$ cat src/rtl/universal_shift_register_if.sv
// -----------------------------------------------------------------------------
// universal_shift_register_if
//
// Groups the data/control bus of the universal shift register.
//
// Signals:
//   msb_in  serial bit entering the top of the register on a right shift
//   lsb_in  serial bit entering the bottom of the register on a left shift
//   p_in    parallel load data, N bits
//   select  operation code: 00 hold, 01 shift right, 10 shift left, 11 load
//   p_out   current register contents, N bits
//
// Modports:
//   master  the block that drives the register (stimulus / upstream logic)
//   slave   the shift register itself
// -----------------------------------------------------------------------------
interface universal_shift_register_if #(
  parameter int N = 4
);
  logic         msb_in;
  logic         lsb_in;
  logic [N-1:0] p_in;
  logic [1:0]   select;
  logic [N-1:0] p_out;

  modport master (
    output msb_in,
    output lsb_in,
    output p_in,
    output select,
    input  p_out
  );

  modport slave (
    input  msb_in,
    input  lsb_in,
    input  p_in,
    input  select,
    output p_out
  );
endinterface

$ cat src/rtl/universal_shift_register.sv
// -----------------------------------------------------------------------------
// universal_shift_register
//
// N-bit register that, on every rising clock edge, holds, shifts right, shifts
// left or loads in parallel according to a 2-bit select. The register is
// driven straight onto p_out, so there is no combinational input-to-output
// path.
//
// Parameters:
//   N            register width in bits (N >= 2)
//   RESET_VALUE  contents forced while reset is high
//
// Ports:
//   clk    input   sole clock, rising-edge active
//   reset  input   asynchronous, active-high; forces the register to
//                  RESET_VALUE immediately and dominates every select value
//   bus    slave   msb_in, lsb_in, p_in, select in; p_out out
// -----------------------------------------------------------------------------
module universal_shift_register #(
  parameter int         N           = 4,
  parameter logic [N-1:0] RESET_VALUE = {N{1'b0}}
) (
  input  logic                          clk,
  input  logic                          reset,
  universal_shift_register_if.slave     bus
);

  typedef enum logic [1:0] {
    OP_HOLD  = 2'b00,
    OP_SHR   = 2'b01,
    OP_SHL   = 2'b10,
    OP_LOAD  = 2'b11
  } op_e;

  logic [N-1:0] q_q;
  logic [N-1:0] q_d;
  op_e          op;

  assign op = op_e'(bus.select);

  // Next-state selection. Inputs not used by the chosen operation are simply
  // not referenced in that branch, so they cannot disturb the result.
  always_comb begin
    q_d = q_q;
    unique case (op)
      OP_HOLD: q_d = q_q;
      OP_SHR:  q_d = {bus.msb_in, q_q[N-1:1]};
      OP_SHL:  q_d = {q_q[N-2:0], bus.lsb_in};
      OP_LOAD: q_d = bus.p_in;
      default: q_d = q_q;
    endcase
  end

  // State register: reset is asynchronous so the output snaps to
  // RESET_VALUE without waiting for a clock edge.
  always_ff @(posedge clk or posedge reset) begin
    if (reset) begin
      q_q <= RESET_VALUE;
    end else begin
      q_q <= q_d;
    end
  end

  assign bus.p_out = q_q;

endmodule

$ cat src/flat_wrapper.sv
// flat-port wrapper written by rule: the top's interface ports become plain ports
module universal_shift_register_flat 
#(
  parameter int         N           = 4,
  parameter logic [N-1:0] RESET_VALUE = {N{1'b0}}
)
  (clk, reset, bus_msb_in, bus_lsb_in, bus_p_in, bus_select, bus_p_out);
  universal_shift_register_if #(.N(N)) bus_i ();
  input  logic clk;
  input  logic reset;
  input wire logic [$bits(bus_i.msb_in)-1:0] bus_msb_in;
  input wire logic [$bits(bus_i.lsb_in)-1:0] bus_lsb_in;
  input wire logic [$bits(bus_i.p_in)-1:0] bus_p_in;
  input wire logic [$bits(bus_i.select)-1:0] bus_select;
  output wire logic [$bits(bus_i.p_out)-1:0] bus_p_out;
  assign bus_i.msb_in = bus_msb_in;
  assign bus_i.lsb_in = bus_lsb_in;
  assign bus_i.p_in = bus_p_in;
  assign bus_i.select = bus_select;
  assign bus_p_out = bus_i.p_out;
  universal_shift_register #(.N(N), .RESET_VALUE(RESET_VALUE)) u_core (.clk(clk), .reset(reset), .bus(bus_i));
endmodule
$ cat config.mk
export PLATFORM = sky130hd
export DESIGN_NAME = universal_shift_register_flat
export DESIGN_NICKNAME = d
export VERILOG_FILES = /design/src/rtl/universal_shift_register_if.sv /design/src/rtl/universal_shift_register.sv /design/src/flat_wrapper.sv
export SDC_FILE = /design/constraint.sdc
export NUM_CORES = 1
export LEC_CHECK = 0
export ABC_AREA = 0
export CAP_MARGIN = 20
export CORE_AREA = 3 3 40 42
export DETAILED_ROUTE_END_ITERATION = 7
export DIE_AREA = 0 0 43 45
export PLACE_DENSITY = 0.42
export SYNTH_ARGS = -nofsm -noshare
export SYNTH_HDL_FRONTEND = slang
export SYNTH_SLANG_ARGS = --single-unit
$ cat constraint.sdc
create_clock -name clk -period 1 [get_ports clk]
set_input_delay 0.2 -clock clk [delete_from_list [all_inputs] [get_ports clk]]
set_output_delay 0.2 -clock clk [all_outputs]
set_load 0.005 [all_outputs]
==> results by group, run 1 <==
Timing
  – Worst slew pin tran: roughly 0.18 ns
  – Final worst slack: -0.0947 ns
  – Worst relative slew slack: 88.3%
  – Max-slew violation count: 0
  – Minimum clock period: approximately 1.1 ns
  – Hold_ws: ~0.16 ns
  – Finish-stage setup viols: 5
  – Worst Skew: between 0.0009 and 0.001 ns
  – Final worst path period share: 109%
  – Hold Vio Cnt, Final: 0
  – Fmax: approximately 910 MHz
  – Unrepaired setup endpoints after global routing: true

Finish
  – Commonest cells after routing, fill and taps aside: clkdlybuf4s50_1, mux4_2, buf_4, dfrtp_1
  – Finished Core Util: between 30% and 40%
  – Fill cell count: around 130
  – Max FFs per register: 4
  – Most common cell after layout, fill and taps aside: clkdlybuf4s50_1
  – Total Nets Final: 44
  – Layout cell share with drive strength beyond 1: 56.3%
  – Sequential standard cell area: 100 sq um
  – Area Overhead vs Synth: 94.6%
  – Final Non-Filler Cells: 47
  – Antenna diodes: 0
  – Multi-input logic area: roughly 90 sq um

CTS
  – Root Buffer: clkbuf_4
  – CTS tree: built
  – Worst-case clock buffer depth: 2
  – Htree depth: 1
  – Clock sink count: 4
  – Hold buffer count at cts: 0
  – Clock insertion delay at the later pin of the skew report: ~0.23 ns
  – Num CTS Buffers: 3
  – Clock slew at reported path FFs: around 0.040 ns

Yosys
  – Post-Synth XOR/XNOR Area: 0%
  – Library cells used by synthesis: 3
  – Synthesized area: 209 sq um
  – Synth Area in Adders: 0%
  – Post-synthesis compound-gate area fraction: 0%
  – Synth Register Bits: 4
  – Largest family of logic cells by synthesized area: multiplexers
  – Simple-Gate Fraction of Synth Area: 0%
  – Synthesis warning total: 0
  – Mux cell area share after synthesis: between 50 and 60%
  – Register area share after synthesis: between 40% and 50%
  – Mapped Cells: 9
  – Avg Cell Area, Syn: roughly 23 sq um
  – Net count after synthesis: 19

Setup path
  – Arr. time, crit path: ~1.2 ns
  – Critical path class: reg -> reg
  – CP endpoint kind: register
  – CP startpoint kind: register
  – Reg-to-reg slack, setup: -0.09 ns
  – Worst endpoint required time: between 1 and 1.5 ns
  – Worst-path maximum fanout: 2

Route
  – WL/cell: ~14 um
  – Final wirelength: roughly 640 um
  – Routed via count: 185
  – Drt pass-1 iters: 1
  – DRT iter0 DRCs: 0
  – Post-route ant nets: 0
  – DRC viols: 0
  – DR vias/cell: approximately 3.9

Pwr
  – LEAKAGE: 0.000183 uW
  – Reg power frac: around a third
  – Logic pwr share: between 30% and 40%
  – Int Power: 483 uW
  – Net switching power: about 150 uW
  – Power Total: approximately 630 uW
  – VDD IR-drop max: roughly 340 uV
  – Sw frac: approximately 23%
  – PD cells: about 1500 mW/mm^2
  – Clock share of power: between 30% and 40%

GRT
  – Largest net degree at the start of global routing: 5
  – Total Routing Usage GR: ~7.9%
  – GRT Residual Overflow: 0
  – Vias in the first global route: ~220
  – First-pass GRT wire length: around 1000 um
  – Initial antenna violation count: 0

Floorplanning
  – Core ar.: between 0.001 and 0.0015 sq mm
  – # rows: 13
  – Initial core utilization: approximately 16%
  – DIE WIDTH: around 43 um
  – Die Y: roughly 45 um
  – Die area: approximately 0.0019 sq mm
  – Io pins: 14

Placed design
  – Port Buffers: 13
  – Worst slack, placed: -0.456 ns
  – Placed insts: 39
  – Placer Congestion: roughly 0.68

Status
  – Status: finished with violations
  – Failing checks: negative setup slack

Flow run
  – Max Cap Violations: 0

Hold path
  – HP Class: in -> async
## metrics by stage
stage,setup TNS (ns),instance area (sq um)
6_report,-0.397,407
5_1_grt,-0.541,407
4_1_cts,-0.379,400
3_5_place_dp,-2.10,373
3_3_place_gp,-2.06,373
2_1_floorplan,-0.0100,209
## Yosys cell counts
master   count  area, sq um
inv_1        1         3.75
mux4_1       4          105
dfrtp_1      4          100
## layer usage
layer  vias up  wire length (um)  global-route usage [%]
met1        96               227                    8.17
met2         5               375                    12.9
li1         84                 -                       -
met5         -                 0                       0
met4         0                 0                    10.8
met3         0                32                       0
## area by class of cell
type,count,area share (%)
Tap cell,15,4.62
Timing Repair Buffer,20,42.2
Inverter,1,0.923
Multi-Input combinational cell,4,22.2
Sequential cell,4,24.6
Clock buffer,3,5.54
## worst paths after layout
check                                    start  cells after the start             endpoint
setup / recovery           u_core.bus.p_out[3]                      2  u_core.bus.p_out[2]
hold reg to reg            u_core.bus.p_out[2]                      2  u_core.bus.p_out[2]
min in group clk                 bus_select[1]                      2  u_core.bus.p_out[2]
hold / removal                           reset                      2  u_core.bus.p_out[1]
setup reg to reg           u_core.bus.p_out[3]                      2  u_core.bus.p_out[2]
max in group asynchronous                reset                      2  u_core.bus.p_out[3]
## repair_timing
action,CTS,global route
setup buffers,4,1
endpoints found under the setup margin,8,5
gates resized for setup,22,2
## critical path, cell delays in order, from the launching register on
cell	delay (ns)
dfrtp_1	0.39
buf_6	0.12
mux4_2	0.44
## cells by family after synthesis
group	after synthesis
buffers and inverters	1
flip-flops	4
multiplexers	4
## power by group through the flow
stage,registers [uW],logic [uW],clock network (uW)
floorplan,217,51.1,0
global placement,225,165,0
detailed placement,227,165,0
CTS,212,213,208
global route,218,233,217
finish,214,219,196
Power figures use the tool's default switching activity.
==> inputs of run 2 (changes only) <==
--- a/config.mk
+++ b/config.mk
@@ -11,6 +11,8 @@
 export DETAILED_ROUTE_END_ITERATION = 7
 export DIE_AREA = 0 0 43 45
 export PLACE_DENSITY = 0.42
+export REMOVE_ABC_BUFFERS = 1
+export SKIP_CTS_REPAIR_TIMING = 1
 export SYNTH_ARGS = -nofsm -noshare
 export SYNTH_HDL_FRONTEND = slang
 export SYNTH_SLANG_ARGS = --single-unit
==> run 2 against run 1 <==
Against the previous run:
- the flow still finishes with violations (negative setup slack)
- combinational power hardly changed
- clock-buffer cell count stayed put
- global-route usage is 1.0 points lower
- critical path type unchanged
- setup slack better by 0.017 ns
- largest power group unchanged
- worst hold slack worse by 0.0032 ns
- largest cell class unchanged
- first-iteration DRC count is 2 higher
- maximum frequency is 1.6% higher
==> results by group, run 2 (same netlist as run 1, synthesis figures left out) <==
Status
  – Status: finished with violations (unchanged)
  – Failing checks: negative setup slack (unchanged)

Finish
  – Finished Core Util: 32.8% (was 31.6%)
  – Total Nets Final: 42 (was 44)
  – Final Non-Filler Cells: 45 (was 47)
  – Commonest cells after routing, fill and taps aside: clkdlybuf4s50_1, dlymetal6s2s_1, mux4_2, dfrtp_1 (was clkdlybuf4s50_1, mux4_2, buf_4, dfrtp_1)
  – Layout cell share with drive strength beyond 1: 43.3% (was 56.3%)
  – Fill cell count: 133 (was 134)
  – Post-route cell area: 422 sq um (was 407 sq um)
  – Max FFs per register: 4 (unchanged)
  – Area Overhead vs Synth: 102% (was 94.6%)
  – Most common cell after layout, fill and taps aside: clkdlybuf4s50_1 (unchanged)
  – Antenna diodes: 0 (unchanged)

CTS
  – Worst-case clock buffer depth: 2 (unchanged)
  – Clock insertion delay at the later pin of the skew report: 0.23 ns (about the same)
  – Root Buffer: clkbuf_4 (unchanged)
  – CTS tree: built (unchanged)
  – Htree depth: 1 (unchanged)
  – Clock sink count: 4 (unchanged)
  – Num CTS Buffers: 3 (unchanged)
  – Clock slew at reported path FFs: 0.04 ns (about the same)

Timing
  – Worst slew pin tran: 0.192 ns (was 0.176 ns)
  – Worst relative slew slack: 87.2% (was 88.3%)
  – Worst Skew: 0.000918 ns (was 0.000934 ns)
  – Max-slew violation count: 0 (unchanged)
  – Unrepaired setup endpoints after global routing: true (unchanged)
  – Finish-stage setup viols: 4 (was 5)
  – Hold Vio Cnt, Final: 0 (unchanged)
  – Final worst slack: -0.0774 ns (was -0.0947 ns)
  – Setup TNS: -0.298 ns (was -0.397 ns)
  – Final worst path period share: 108% (was 109%)
  – Fmax: 928 MHz (was 913 MHz)
  – Minimum clock period: 1.08 ns (was 1.09 ns)

Floorplanning
  – # rows: 13 (unchanged)
  – DIE WIDTH: 43 um (unchanged)
  – Die Y: 45 um (unchanged)
  – Io pins: 14 (unchanged)
  – Initial core utilization: 16.3% (unchanged)
  – Die area: 0.00194 sq mm (unchanged)
  – Core ar.: 0.00128 sq mm (unchanged)

Setup path
  – CP endpoint kind: register (unchanged)
  – Worst-path maximum fanout: 3 (was 2)
  – CP peak stage delay: 0.44 ns (about the same)
  – Reg2reg start: u_core.bus.p_out[1] (was u_core.bus.p_out[3])
  – Reg-to-reg slack, setup: -0.08 ns (was -0.09 ns)
  – Critical path class: reg -> reg (unchanged)
  – CP Cell Sequence: buf_6 -> mux4_2 (unchanged)
  – Arr. time, crit path: 1.18 ns (was 1.19 ns)
  – FF-to-FF End: u_core.bus.p_out[1] (was u_core.bus.p_out[2])
  – Critical path's slowest cell: mux4_2 (unchanged)
  – Worst endpoint required time: 1.10 ns (about the same)
  – Register-to-Register Path Depth: 2 (unchanged)
  – CP startpoint kind: register (unchanged)

Placed design
  – Placed cell area: 373 sq um (unchanged)
  – Port Buffers: 13 (unchanged)
  – Placer Congestion: 0.678 (unchanged)
  – Placed insts: 39 (unchanged)

Pwr
  – Net switching power: 142 uW (was 146 uW)
  – PD cells: 1490 mW/mm^2 (was 1550 mW/mm^2)
  – LEAKAGE: 0.000216 uW (was 0.000183 uW)
  – Reg power frac: 34.2% (was 34.0%)
  – Clock share of power: 31.2% (about the same)
  – VDD IR-drop max: 341 uV (was 340 uV)
  – Int Power: 486 uW (was 483 uW)
  – Logic pwr share: 34.5% (was 34.8%)
  – Sw frac: 22.6% (was 23.2%)
  – Power Total: 628 uW (was 629 uW)

Route
  – WL/cell: 13.9 um (was 13.5 um)
  – Final wirelength: 625 um (was 636 um)
  – DR vias/cell: 3.98 (was 3.94)
  – Drt pass-1 iters: 2 (was 1)
  – DRT iter0 DRCs: 2 (was 0)
  – DRC viols: 0 (unchanged)
  – Post-route ant nets: 0 (unchanged)
  – Routed via count: 179 (was 185)

GRT
  – Initial antenna violation count: 0 (unchanged)
  – Vias in the first global route: 210 (was 221)
  – Total Routing Usage GR: 6.90% (was 7.90%)
  – Largest net degree at the start of global routing: 5 (unchanged)
  – GRT Residual Overflow: 0 (unchanged)
  – First-pass GRT wire length: 897 um (was 1040 um)

Flow run
  – Max Cap Violations: 0 (unchanged)

Hold path
  – HP Class: in -> async (unchanged)
## run 2: cell count changes in the layout (fill, tap and decap cells not counted)
cell            delta
buf_4              -2
buf_2              -3
dlygate4sd2_1      -2
dlymetal6s2s_1     +5
## run 2: worst max-delay path: cells and delay by family, from the launching register on
| kind | cells | cell delay, ns |
|---|---|---|
| mux | 1 | 0.44 |
| buf+inv | 1 | 0.13 |
| flops | 1 | 0.38 |
## run 2: area by class of cell
class	count	area (sq um)	area share (%)
Multi-Input combinational cell	4	90.1	21.4
Sequential cell	4	100	23.7
Inverter	1	3.75	0.890
Clock buffer	3	22.5	5.34
Tap cell	15	18.8	4.45
Timing Repair Buffer	18	186	44.2
## run 2: power by group through the flow
stage          registers [uW]  logic [uW]  clock network [uW]
2_1_floorplan             217        51.1                   0
3_3_place_gp              225         165                   0
3_5_place_dp              227         165                   0
4_1_cts                   225         165                 208
5_1_grt                   220         231                 217
6_report                  215         217                 196
## run 2: routing by layer
layer / GRT usage, % / part of all wire, % / vias to the layer above / routed length, um
met1: 6.95 / 35 / 94 / 217
met5: 0 / 0 / - / 0
met4: 10.8 / 0 / 0 / 0
met2: 10.8 / 60 / 5 / 375
li1: - / - / 80 / -
met3: 0 / 5.1 / 0 / 32
## run 2: how the worst max path moves through the flow
stage                                endpoint           startpoint  cells after the start  slack (ns)
final                     u_core.bus.p_out[1]  u_core.bus.p_out[1]                      2       -0.08
after global routing      u_core.bus.p_out[1]  u_core.bus.p_out[0]                      2       -0.10
after CTS                        bus_p_out[1]  u_core.bus.p_out[1]                      1       -0.37
after detailed placement  u_core.bus.p_out[0]        bus_select[0]                      2       -0.46
after global placement    u_core.bus.p_out[1]        bus_select[0]                      2       -0.45
after floorplan           u_core.bus.p_out[0]  u_core.bus.p_out[1]                      1      -0.003
## run 2: per-stage QoR
stage	setup slack, ns	hold WS (ns)
final	-0.0774	0.159
after global routing	-0.102	0.182
after detailed placement	-0.456	0.407
after floorplan	-0.00250	-0.0339
after CTS	-0.367	0.160
after global placement	-0.451	0.391
